[src/rtl/aes_pkg.sv]
// Shared AES-128 constants: widths, round count and the key-expansion sequencer's
// state encoding.
package aes_pkg;

    localparam int KEY_W         = 128;
    localparam int AES128_ROUNDS = 10;
    localparam int CNT_W         = 4;

    localparam logic [1:0] IDLE   = 2'd0;
    localparam logic [1:0] LOAD   = 2'd1;
    localparam logic [1:0] EXPAND = 2'd2;
    localparam logic [1:0] READY  = 2'd3;

endpackage

[src/rtl/key_expansion_ctrl.sv]
// Sequencer for the AES-128 round-key generator: takes a cipher key over valid/ready,
// walks the generator through rounds 0..10 and flags when k0..k10 are complete.
module key_expansion_ctrl
    import aes_pkg::*;
#(
    parameter int BLOCK_LENGTH = KEY_W,
    parameter int NUM_ROUNDS   = AES128_ROUNDS
) (
    input  logic                    clk,
    input  logic                    rst,
    input  logic [BLOCK_LENGTH-1:0] key_in,
    input  logic                    key_valid,
    output logic                    key_ready,
    input  logic                    abort,
    input  logic                    pipe_busy,
    output logic [BLOCK_LENGTH-1:0] kg_key,
    output logic                    kg_en,
    output logic [CNT_W-1:0]        kg_round_count,
    output logic                    keys_valid,
    output logic                    busy
);

    localparam logic [CNT_W-1:0] LAST_ROUND = CNT_W'(NUM_ROUNDS);

    logic [1:0]              state_q, state_d;
    logic [CNT_W-1:0]        count_q, count_d;
    logic [BLOCK_LENGTH-1:0] key_q, key_d;
    logic                    kg_en_q, kg_en_d;
    logic                    keys_valid_q, keys_valid_d;
    logic                    accept;

    // A key in use by the pipeline must not be displaced, so READY only offers
    // ready once the pipeline has drained.
    assign key_ready = (state_q == IDLE) | ((state_q == READY) & ~pipe_busy);
    assign accept    = key_valid & key_ready;

    always_comb begin
        // NOTE: every signal assigned here gets a default first, so no path can
        // leave one unassigned and infer a latch.
        state_d = state_q;
        count_d = count_q;
        key_d   = key_q;

        case (state_q)
            IDLE: begin
                count_d = '0;
                if (accept) begin
                    state_d = LOAD;
                    key_d   = key_in;
                end
            end
            LOAD: begin
                if (abort) begin
                    state_d = IDLE;
                    count_d = '0;
                end else begin
                    state_d = EXPAND;
                    count_d = CNT_W'(1);
                end
            end
            EXPAND: begin
                if (abort) begin
                    state_d = IDLE;
                    count_d = '0;
                end else if (count_q == LAST_ROUND) begin
                    state_d = READY;
                    count_d = '0;
                end else if ((count_q == '0) || (count_q > LAST_ROUND)) begin
                    state_d = IDLE;
                    count_d = '0;
                end else begin
                    count_d = count_q + CNT_W'(1);
                end
            end
            READY: begin
                if (count_q != '0) begin
                    state_d = IDLE;
                    count_d = '0;
                end else if (accept) begin
                    state_d = LOAD;
                    key_d   = key_in;
                end
            end
            default: begin
                state_d = IDLE;
                count_d = '0;
            end
        endcase

        // Enable and valid flag follow the next state so they line up with it.
        kg_en_d      = (state_d == LOAD) | (state_d == EXPAND);
        keys_valid_d = (state_d == READY);
    end

    always_ff @(posedge clk) begin
        // NOTE: non-blocking assignments here so every register samples the
        // pre-edge values, independent of statement order.
        if (rst) begin
            state_q      <= IDLE;
            count_q      <= '0;
            key_q        <= '0;
            kg_en_q      <= 1'b0;
            keys_valid_q <= 1'b0;
        end else begin
            state_q      <= state_d;
            count_q      <= count_d;
            key_q        <= key_d;
            kg_en_q      <= kg_en_d;
            keys_valid_q <= keys_valid_d;
        end
    end

    assign kg_key         = key_q;
    assign kg_en          = kg_en_q;
    assign kg_round_count = count_q;
    assign keys_valid     = keys_valid_q;
    assign busy           = (state_q == LOAD) | (state_q == EXPAND);

endmodule

[config.mk]
export PLATFORM = sky130hd
export DESIGN_NAME = key_expansion_ctrl
export DESIGN_NICKNAME = d
export VERILOG_FILES = /design/src/rtl/aes_pkg.sv /design/src/rtl/key_expansion_ctrl.sv
export SDC_FILE = /design/constraint.sdc
export NUM_CORES = 1
export LEC_CHECK = 0
export ABC_AREA = 1
export CAP_MARGIN = 5
export CORE_UTILIZATION = 41
export CTS_BUF_LIST = sky130_fd_sc_hd__clkbuf_4 sky130_fd_sc_hd__clkbuf_8
export CTS_CLUSTER_DIAMETER = 40
export DETAILED_ROUTE_END_ITERATION = 7
export PLACE_DENSITY = 0.82
export SLEW_MARGIN = 20
export SYNTH_ARGS = -nofsm -noshare
export SYNTH_HDL_FRONTEND = slang
export SYNTH_SLANG_ARGS = --single-unit
[constraint.sdc]
create_clock -name clk -period 1.9 [get_ports clk]
set_input_delay 0.38 -clock clk [delete_from_list [all_inputs] [get_ports clk]]
set_output_delay 0.38 -clock clk [all_outputs]
set_load 0.01 [all_outputs]
# After elaboration in Yosys (flattened, before gate mapping)
# Index checks and enable logic that the tools add are counted.
# Widths: inputs -> output; s select.
[op_classes] addsub=1 n_mul=0 div_mod_pow=0 order_cmp=1 n_eq_ne=9 shift=0 mux=16 bitwise=6 reduce_logical=6
[ops] cell="$mux 128" count=2
[ops] cell="$pmux 128 s2" count=1
[ops] cell="$mux 4" count=4
[ops] cell="$pmux 4 s4" count=1
[ops] cell="$mux 2" count=6
[ops] cell="$eq 2x2->1 const B" count=4
[ops] cell="$pmux 2 s4" count=1
[ops] cell="$add 4x1->4 const B" count=1
[ops] cell="$eq 2x1->1 const B" count=2
[ops] cell="$eq 4x4->1 const B" count=1
[ops] cell="$gt 4x4->1 const B" count=1
[ops] cell="$logic_not 4->1" count=1
[ops] cell="$reduce_bool 4->1" count=1
[ops] cell="$or 1x1->1" count=3
[ops] cell="$and 1x1->1" count=2
[ops] cell="$logic_not 2->1" count=1
[ops] cell="$ne 2x1->1 const B" count=1
[ops] cell="$ne 2x2->1 const B" count=1
[ops] cell="$reduce_and 2->1" count=1
[ops] cell="$reduce_bool 2->1" count=1
[ops] cell="$logic_or 1x1->1" count=1
[ops] cell="$mux 1" count=1
[ops] cell="$not 1->1" count=1
[word_totals] reg_bits=136 latchBits=0 mem_bits_rw=0 rom_bits=0 input_bits=133 word_cells=44 mem_count=0

# Longest topological paths before layout
# Gate-level depths: netlist of run 1.
[logic_depth] word_depth=9 ltp_mapped=13 ltp_nobuf=13

# Least setup slack after synthesis of run 1
# OpenSTA, ideal clock, no wires.
[synth_timing] path_kind="register to register" startpoint="register count_q[0], in the netlist kg_round_count[0]" endpoint="register kg_en_q, in the netlist kg_en" arrival_time_ns=1.559 required_ns=1.791 setup_slack_ns=0.232 path_stages_with_launch=14 path_buffers=0 synth_period_minus_slack_ns=1.668 cell_sequence="dfxtp_1 -> inv_1 -> ha_1 -> inv_1 -> nand2_1 -> nand2_1 -> nand2_1 -> nand2_1 -> nand2_1 -> nand3_1 -> nand2_1 -> ha_1 -> inv_1 -> nor2_1"
[synth_between] elab_chain_len=8 elab_cells_between_ends=13
[synth_lines] element="from (decl)" line="key_expansion_ctrl.sv:26" text="logic [CNT_W-1:0] count_q, count_d;"
[synth_lines] element="from (signal assigned)" line="key_expansion_ctrl.sv:106" text="count_q <= count_d;"
[synth_lines] element="$gt 4x4->1 / $logic_not 4->1 (equally long branches)" line="key_expansion_ctrl.sv:68" text="end else if ((count_q == '0) || (count_q > LAST_ROUND)) begin"
[synth_lines] element="$logic_or 1x1->1" line="key_expansion_ctrl.sv:68"
[synth_lines] element="$mux 2" line="key_expansion_ctrl.sv:68"
[synth_lines] element="$mux 2" line="key_expansion_ctrl.sv:65" text="end else if (count_q == LAST_ROUND) begin"
[synth_lines] element="$mux 2" line="key_expansion_ctrl.sv:62" text="if (abort) begin"
[synth_lines] element="$pmux 2 s4 *" line="key_expansion_ctrl.sv:44" text="case (state_q)"
[synth_lines] element="$eq 2x1->1 / $eq 2x2->1 (equally long branches)" line="key_expansion_ctrl.sv:91" text="kg_en_d = (state_d == LOAD) | (state_d == EXPAND);"
[synth_lines] element="$or 1x1->1 *" line="key_expansion_ctrl.sv:91"
[synth_lines] element="via kg_en_d" line="key_expansion_ctrl.sv:28" text="logic kg_en_q, kg_en_d;"
[synth_lines] element="to (signal assigned)" line="key_expansion_ctrl.sv:108" text="kg_en_q <= kg_en_d;"
[synth_lines] element="to (decl)" line="key_expansion_ctrl.sv:28"
# Mark *: on every way through the listed nets, which the timed path passes. The rest lies on a longest branch.
# A chain may end at the register's enable or synchronous reset.

# Worst setup path in the final report of run 1
[layout_timing] startpoint="register state_q[0]" endpoint="output key_ready"
[layout_between] elab_chain_len=3 elab_cells_between_ends=4
[layout_lines] element="from (decl)" line="key_expansion_ctrl.sv:25" text="logic [1:0] state_q, state_d;"
[layout_lines] element="from (signal assigned)" line="key_expansion_ctrl.sv:105" text="state_q <= state_d;"
[layout_lines] element="$eq 2x2->1" line="key_expansion_ctrl.sv:34" text="assign key_ready = (state_q == IDLE) | ((state_q == READY) & ~pipe_busy);"
[layout_lines] element="$and 1x1->1" line="key_expansion_ctrl.sv:34"
[layout_lines] element="$or 1x1->1 *" line="key_expansion_ctrl.sv:34"
[layout_lines] element="to (decl)" line="key_expansion_ctrl.sv:13" text="output logic key_ready,"
# Every way passes the cells marked *; elsewhere a longest branch is shown, timed or not.

==> results of run 1 <==
==> critical path, delay by kind of cell, from the launching register on <==
kind	cells	cell delay, ps
buf+inv	1	270
fa+ha+maj	1	210
flops	1	370
simple gates	2	150
==> synth_stat cells (2+ instances only) <==
cell type and n:
a21oi_1 6, buf_12 11, buf_6 10, ha_1 9
nand2_2 2, nand3_1 3, buf_2 2, nor3_1 2
inv_1 16, clkbuf_1 13, clkbuf_2 6, nor2_1 269
o21ai_1 63, nand2_1 18, dfxtp_1 136, o21ai_0 67
==> worst max path at each step <==
| stage | slack (ps) | from | end | cells past startpoint |
|---|---|---|---|---|
| 6_report | 80 | state_q[0]$_SDFF_PP0_ | key_ready | 4 |
| 4_1_cts | 20 | state_q[1]$_SDFF_PP0_ | busy | 3 |
| 5_1_grt | -20 | state_q[0]$_SDFF_PP0_ | kg_key[32]$_SDFFE_PP0P_ | 10 |
| 3_3_place_gp | 10 | pipe_busy | kg_key[103]$_SDFFE_PP0P_ | 9 |
| 2_1_floorplan | 230 | kg_round_count[0]$_SDFFE_PP0P_ | kg_en$_SDFF_PP0_ | 13 |
| 3_5_place_dp | -30 | pipe_busy | kg_key[103]$_SDFFE_PP0P_ | 9 |
==> cell families (layout without fill, tap and decap cells) <==
family / after synthesis / count (layout)
xor gates and xnor gates: 1 / 1
DFF: 136 / 136
buffers and inverters: 60 / 332
AOI/OAI and AO/OA: 139 / 139
adders and majority gates: 9 / 9
and+or+nand+nor: 297 / 297
==> repair_timing <==
item,4_1_cts,5_1_grt
endpoints found under the setup margin,2,12
gates resized for setup,9,7
buffers inserted,1,1
==> final cells by class <==
| type | instances | area [sq um] |
|---|---|---|
| clock buffer | 21 | 270.3 |
| tap | 168 | 210.2 |
| inverter | 18 | 70.07 |
| clock inverter | 5 | 77.57 |
| fill | 972 | 3857 |
| multi-input combinational | 446 | 1994 |
| timing repair buffer | 288 | 2952 |
| sequential | 136 | 2730 |
==> metrics by stage <==
stage / TNS, ps / std cells / util, % / hold slack [ps]
finish: 0 / 1082 / 68.28 / 481.2
global route: -39.73 / 1082 / 68.28 / 503.2
CTS: 0 / 1081 / 68.13 / 485.7
detailed placement: -51.00 / 1054 / 65.06 / 470.0
global placement: 0 / 1054 / 65.06 / 460.0
floorplan: 0 / 642 / - / 449.1
==> state kept, by name, indices dropped and copies added, names as in the netlist <==
name            count
state_q             2
kg_round_count      4
keys_valid          1
kg_key            128
kg_en               1
==> routing by layer <==
metal  global-route usage, %  vias to the layer above  share of wire, %
li1                        -                     2571                 -
met1                   23.74                     2265                40
met2                   39.52                      213                48
met3                   10.96                       19                10
met4                   9.524                        0               1.7
met5                       0                        -                 0
==> power by group through the flow <==
stage	combinational [W]	clock, W	sequential, W
after detailed placement	0.00203	0	0.00342
after floorplan	0.000850	0	0.00357
final	0.00204	0.00219	0.00335
after CTS	0.00205	0.00226	0.00336
after global placement	0.00201	0	0.00340
after global routing	0.00223	0.00237	0.00339
==> impl_metrics.toml, run 1 <==
[finish]
layout-drive-gt1-share_pct = 6.783
final_cell_mix = "269 x nor2_1, 266 x clkdlybuf4s50_1, 132 x dfxtp_1"
antenna_cells = 0
area_delta_synth_final_pct = 59.89
final_common_cell = "nor2_1"
final_area_sq_um = 8304
nets = 1049

[setup_path]
critical_path.cell_chain = "ha_2, nand2_2, nand2_1, dlygate4sd2_1"
start_kind = "flip-flop"
worstPathMaxFanout = 4
critPathRequiredTime_ps = 1520
cp-end-kind = "output port"
reg2reg_slack_ps = 90
crit_type = "flip-flop to output port"
regToRegStartpoint = "state_q[0]$_SDFF_PP0_"
worstPathArrival_ps = 1440
slowest_delay_ps = 370
ff2ff_path_depth = 10
crit_slowest_cell = "dfxtp_4"
r2r-end = "kg_key[107]$_SDFFE_PP0P_"

[placed_design]
dp_hpwl_um = 10640
place.gp.congestion = 0.8727
place_area_sq_um = 7913
dpl_worst_slack_ps = -27.17
port_buffers = 268

[route]
vias = 5068
ant_nets = 0
wl_um = 14950
drt-pass1-iter-count = 4
drtIter0Drc = 299
avgViaCountPerCell = 4.684
drc = 0
routedWlPerCell_um = 13.82

[floorplanning]
core_area_sq_um = 12160
start_util_pct = 42.71
die_y_um = 114.6
rows = 40
die-area_sq_um = 13120
chipWidth_um = 114.6
ios = 269

[power]
power.sequential.fraction_pct = 44.2
p_leak_nw = 3.282
internal-power_w = 0.005511
p_per_area_nw_per_um2 = 913.9
swShare_pct = 27.38
pwr-share-comb_pct = 26.9
pwr-share-clk_pct = 28.9
p_switching_w = 0.002078
p_total_w = 0.007589
vdd_drop_max_uv = 536.8

[synthesis]
seq_area_frac_synth_pct = 52.42
syn_avg_cell_area_sq_um = 8.090
yosysTopAreaCellShare_pct = 52.42
yosys-mux-area-fraction_pct = 0
synthAdderAreaFrac_pct = 2.168
yosys_register_bits = 136
synth_cell_type_count = 25
synth_nets = 784
async_flop_share_pct = 0
yosys_warnings = 0
syn_inst = 642
synth_top_family_by_area = "simple AND/OR/NAND/NOR gates"
synth_edf_count = 0
synth_area_sq_um = 5194
synth_xor_area_share_pct = 0.1686
synth_compound_area_share_pct = 13.83
yosys.area_share.simple_pct = 21.95
synthTopCellsByArea = "dfxtp_1 52%, nor2_1 19%, o21ai_0 6.5%"
yosysTopAreaCell = "dfxtp_1"
ys.flop_type = "dfxtp_1"

[clock_network]
clk_latency_ps = 440
cts_hold_buf = 0
cts-root-buf = "clkbuf_8"
cts_made_buffers = 17
cts.clk_slew.worst_paths_ps = 70
clockBufferDepth = 2
cts_tree = "built"
cts_sinks = 136
htreeDepth = 4

[global_route]
grt_pass1_wl_um = 22980
grt_pass1_vias = 4760
overflow = 0
grt_usage_pct = 22.88
grt_max_degree = 55
antenna_found_initial = 0

[worst_hold_path]
holdPathStages = 2
worstHoldPathType = "flip-flop to flip-flop"
hold_path_end = "kg_key[67]$_SDFFE_PP0P_"
hp-start = "kg_key[67]$_SDFFE_PP0P_"

[sta]
fin_crit_sh_pct = 95.99
hold_viol = 0
fin_crit_ps = 1824
fmax_mhz = 548.3
slew-limit-headroom_pct = 79.15
skew_ps = 12.29
max_slew.worst_pin.slew_ps = 310.4
setup_viol = 0
maxSlewViolCount = 0
rsz0062_at_grt = "true"
fin_ws_ps = 76.17

[flow_run]
maxCapViolCount = 0

[status]
status = "finished, final reports clean"
Note: power is estimated with default switching activity, not from simulation.
==> run 2: changes to the inputs <==
--- a/config.mk
+++ b/config.mk
@@ -6,7 +6,7 @@
 export NUM_CORES = 1
 export LEC_CHECK = 0
 export ABC_AREA = 1
-export CAP_MARGIN = 5
+export CAP_MARGIN = 20
 export CORE_UTILIZATION = 41
 export CTS_BUF_LIST = sky130_fd_sc_hd__clkbuf_4 sky130_fd_sc_hd__clkbuf_8
 export CTS_CLUSTER_DIAMETER = 40
==> results of run 2 <==
Same layout as run 1: the final DEF is identical, and so are final timing and power.
==> run 3: changes to the inputs <==
--- a/config.mk
+++ b/config.mk
@@ -7,11 +7,11 @@
 export LEC_CHECK = 0
 export ABC_AREA = 1
 export CAP_MARGIN = 20
-export CORE_UTILIZATION = 41
+export CORE_UTILIZATION = 35
 export CTS_BUF_LIST = sky130_fd_sc_hd__clkbuf_4 sky130_fd_sc_hd__clkbuf_8
 export CTS_CLUSTER_DIAMETER = 40
 export DETAILED_ROUTE_END_ITERATION = 7
-export PLACE_DENSITY = 0.82
+export PLACE_DENSITY = 0.71
 export SLEW_MARGIN = 20
 export SYNTH_ARGS = -nofsm -noshare
 export SYNTH_HDL_FRONTEND = slang
==> run 3 against run 2 <==
Clock power grew 34%. Register-to-register slack better by 100 ps. Global-route usage decreased by 4.1 points. Sequential share of layout area fell by 1.0 points. Clock skew decreased by 0.66 ps. Count of clock-buffer cells in the layout stayed put. Critical path depth grew 1. Hold slack gained 1.0 ps. Fmax fell by 1.4%. Via count decreased by 1.0%. Highest routed layer unchanged.
==> impl_metrics.toml, run 3 (synthesis gave the netlist of run 1 again) <==
[setup_path]
startpoint = "state_q[0]$_SDFF_PP0_"
critical_path.cell_chain = "inv_2, ha_4, inv_4, nand2_1, dlygate4sd2_1"
crit_type = "flip-flop to output port"
critPathRequiredTime_ps = 1520
critPathBufInv = 3
reg2reg_slack_ps = 190
endpoint = "key_ready"
worstPathArrival_ps = 1470
r2r-end = "kg_en$_SDFF_PP0_"
worstSetupPathDepth = 5
start_kind = "flip-flop"
slowest_delay_ps = 380
crit_family = "buffers and inverters"
worstPathMaxFanout = 4
cp-end-kind = "output port"
regToRegStartpoint = "state_q[0]$_SDFF_PP0_"
ff2ff_path_depth = 10
crit_slowest_cell = "dfxtp_4"

[clock_network]
cts_hold_buf = 0
cts_sinks = 136
clk_latency_ps = 450
clockBufferDepth = 2
cts_made_buffers = 17
cts.clk_slew.worst_paths_ps = 80
htreeDepth = 4
cts-root-buf = "clkbuf_8"
cts_tree = "built"

[route]
drt-pass1-iter-count = 5
wl_um = 14900
drtIter0Drc = 233
avgViaCountPerCell = 4.510
ant_nets = 0
vias = 5015
routedWlPerCell_um = 13.40
drc = 0

[sta]
setup_viol = 0
hold_viol = 0
setup_tns_ps = 0
fin_crit_sh_pct = 97.38
fin_crit_ps = 1850
max_slew.worst_pin.slew_ps = 272.5
maxSlewViolCount = 0
slew-limit-headroom_pct = 81.69
fmax_mhz = 540.5
rsz0062_at_grt = "true"
timing.hold.ws_ps = 482.2
fin_ws_ps = 49.83
skew_ps = 11.63

[power]
p_per_area_nw_per_um2 = 976.4
vdd_drop_max_uv = 518.5
p_leak_nw = 3.430

[status]
status = "finished, final reports clean"

[global_route]
grt_pass1_wl_um = 21780
top_usage_layer = "met2"
grt.met2_usage_pct = 31.42
use_met3_pct = 8.059
grt_max_degree = 53
use_met1_pct = 20.77
grt_usage_pct = 18.79
grt_pass1_vias = 4473
overflow = 0
antenna_found_initial = 0

[floorplanning]
die_y_um = 123.8
rows = 44
die-area_sq_um = 15330
start_util_pct = 35.87
core_area_sq_um = 14480
chipWidth_um = 123.8
ios = 269

[placed_design]
dpl_worst_slack_ps = -63.51
place.gp.congestion = 0.8983
dp_hpwl_um = 10690
place_area_sq_um = 8025
port_buffers = 268

[finish]
nets = 1057
antenna_cells = 0
ff_latch_area_sq_um = 2729
fin_util_pct = 59.13
final_cell_mix = "269 x nor2_1, 264 x clkdlybuf4s50_1, 133 x dfxtp_1"
layout-drive-gt1-share_pct = 8.190
largest_register_ffs = 128
multiInputGateArea_sq_um = 1994
final_area_sq_um = 8561
fillers = 1331
final_common_cell = "nor2_1"
area_delta_synth_final_pct = 64.83

[flow_run]
maxCapViolCount = 0

[worst_hold_path]
worstHoldPathType = "flip-flop to flip-flop"
## run 3: cell count changes in the layout (fill, tap and decap cells not counted), moves of 3 or more
cell,before,now
buf_4,11,17
bufinv_16,2,6
buf_12,8,11
o21ai_0,64,67
o21ai_1,66,63
## run 3: worst min-delay path by stage
stage / startpoint / end / slack, ps / cells past startpoint
4_1_cts: kg_key[31]$_SDFFE_PP0P_ / kg_key[31]$_SDFFE_PP0P_ / 490 / 2
3_5_place_dp: kg_key[31]$_SDFFE_PP0P_ / kg_key[31]$_SDFFE_PP0P_ / 470 / 2
5_1_grt: kg_key[38]$_SDFFE_PP0P_ / kg_key[38]$_SDFFE_PP0P_ / 500 / 2
2_1_floorplan: rst / kg_round_count[0]$_SDFFE_PP0P_ / 450 / 1
6_report: kg_key[1]$_SDFFE_PP0P_ / kg_key[1]$_SDFFE_PP0P_ / 480 / 2
3_3_place_gp: kg_key[87]$_SDFFE_PP0P_ / kg_key[87]$_SDFFE_PP0P_ / 460 / 2
## run 3: timing repair
action	4_1_cts	5_1_grt
setup endpoints to repair	2	5
endpoints found under the hold margin	0	0
gates resized for setup	10	5
buffers inserted	1	0
## run 3: where the power goes
group | internal (W) | leakage, nW | total (W) | switching (W)
sequential | 0.00319 | 1.13 | 0.00335 | 0.000161
clock | 0.00182 | 0.246 | 0.00294 | 0.00112
combinational | 0.00116 | 2.06 | 0.00207 | 0.000914
## run 3: final cells by class
type                       count  share of cell area (%)
sequential                   136                   31.88
inverter                      18                  0.8477
multi-input combinational    446                   23.30
timing repair buffer         296                   35.44
clock buffer                  21                   3.303
tap                          184                   2.689
clock inverter                11                   2.543
## run 3: routing by layer
| metal | routed length (um) | share of wire [%] |
|---|---|---|
| met5 | 0 | 0 |
| met4 | 276 | 1.9 |
| met3 | 1658 | 11 |
| met2 | 6936 | 47 |
| met1 | 6026 | 40 |
## run 3: metrics by stage
stage          cells  power (W)
2_1_floorplan    642   0.004417
3_3_place_gp    1079   0.005470
3_5_place_dp    1079   0.005492
4_1_cts         1112   0.008456
5_1_grt         1112   0.008823
6_report        1112   0.008359
## run 3: tightest hold or removal path: cells and delay by family, from the launching register on
family           cells  cell delay (ps)
flip-flops           1              330
AND/OR/NAND/NOR      2              120
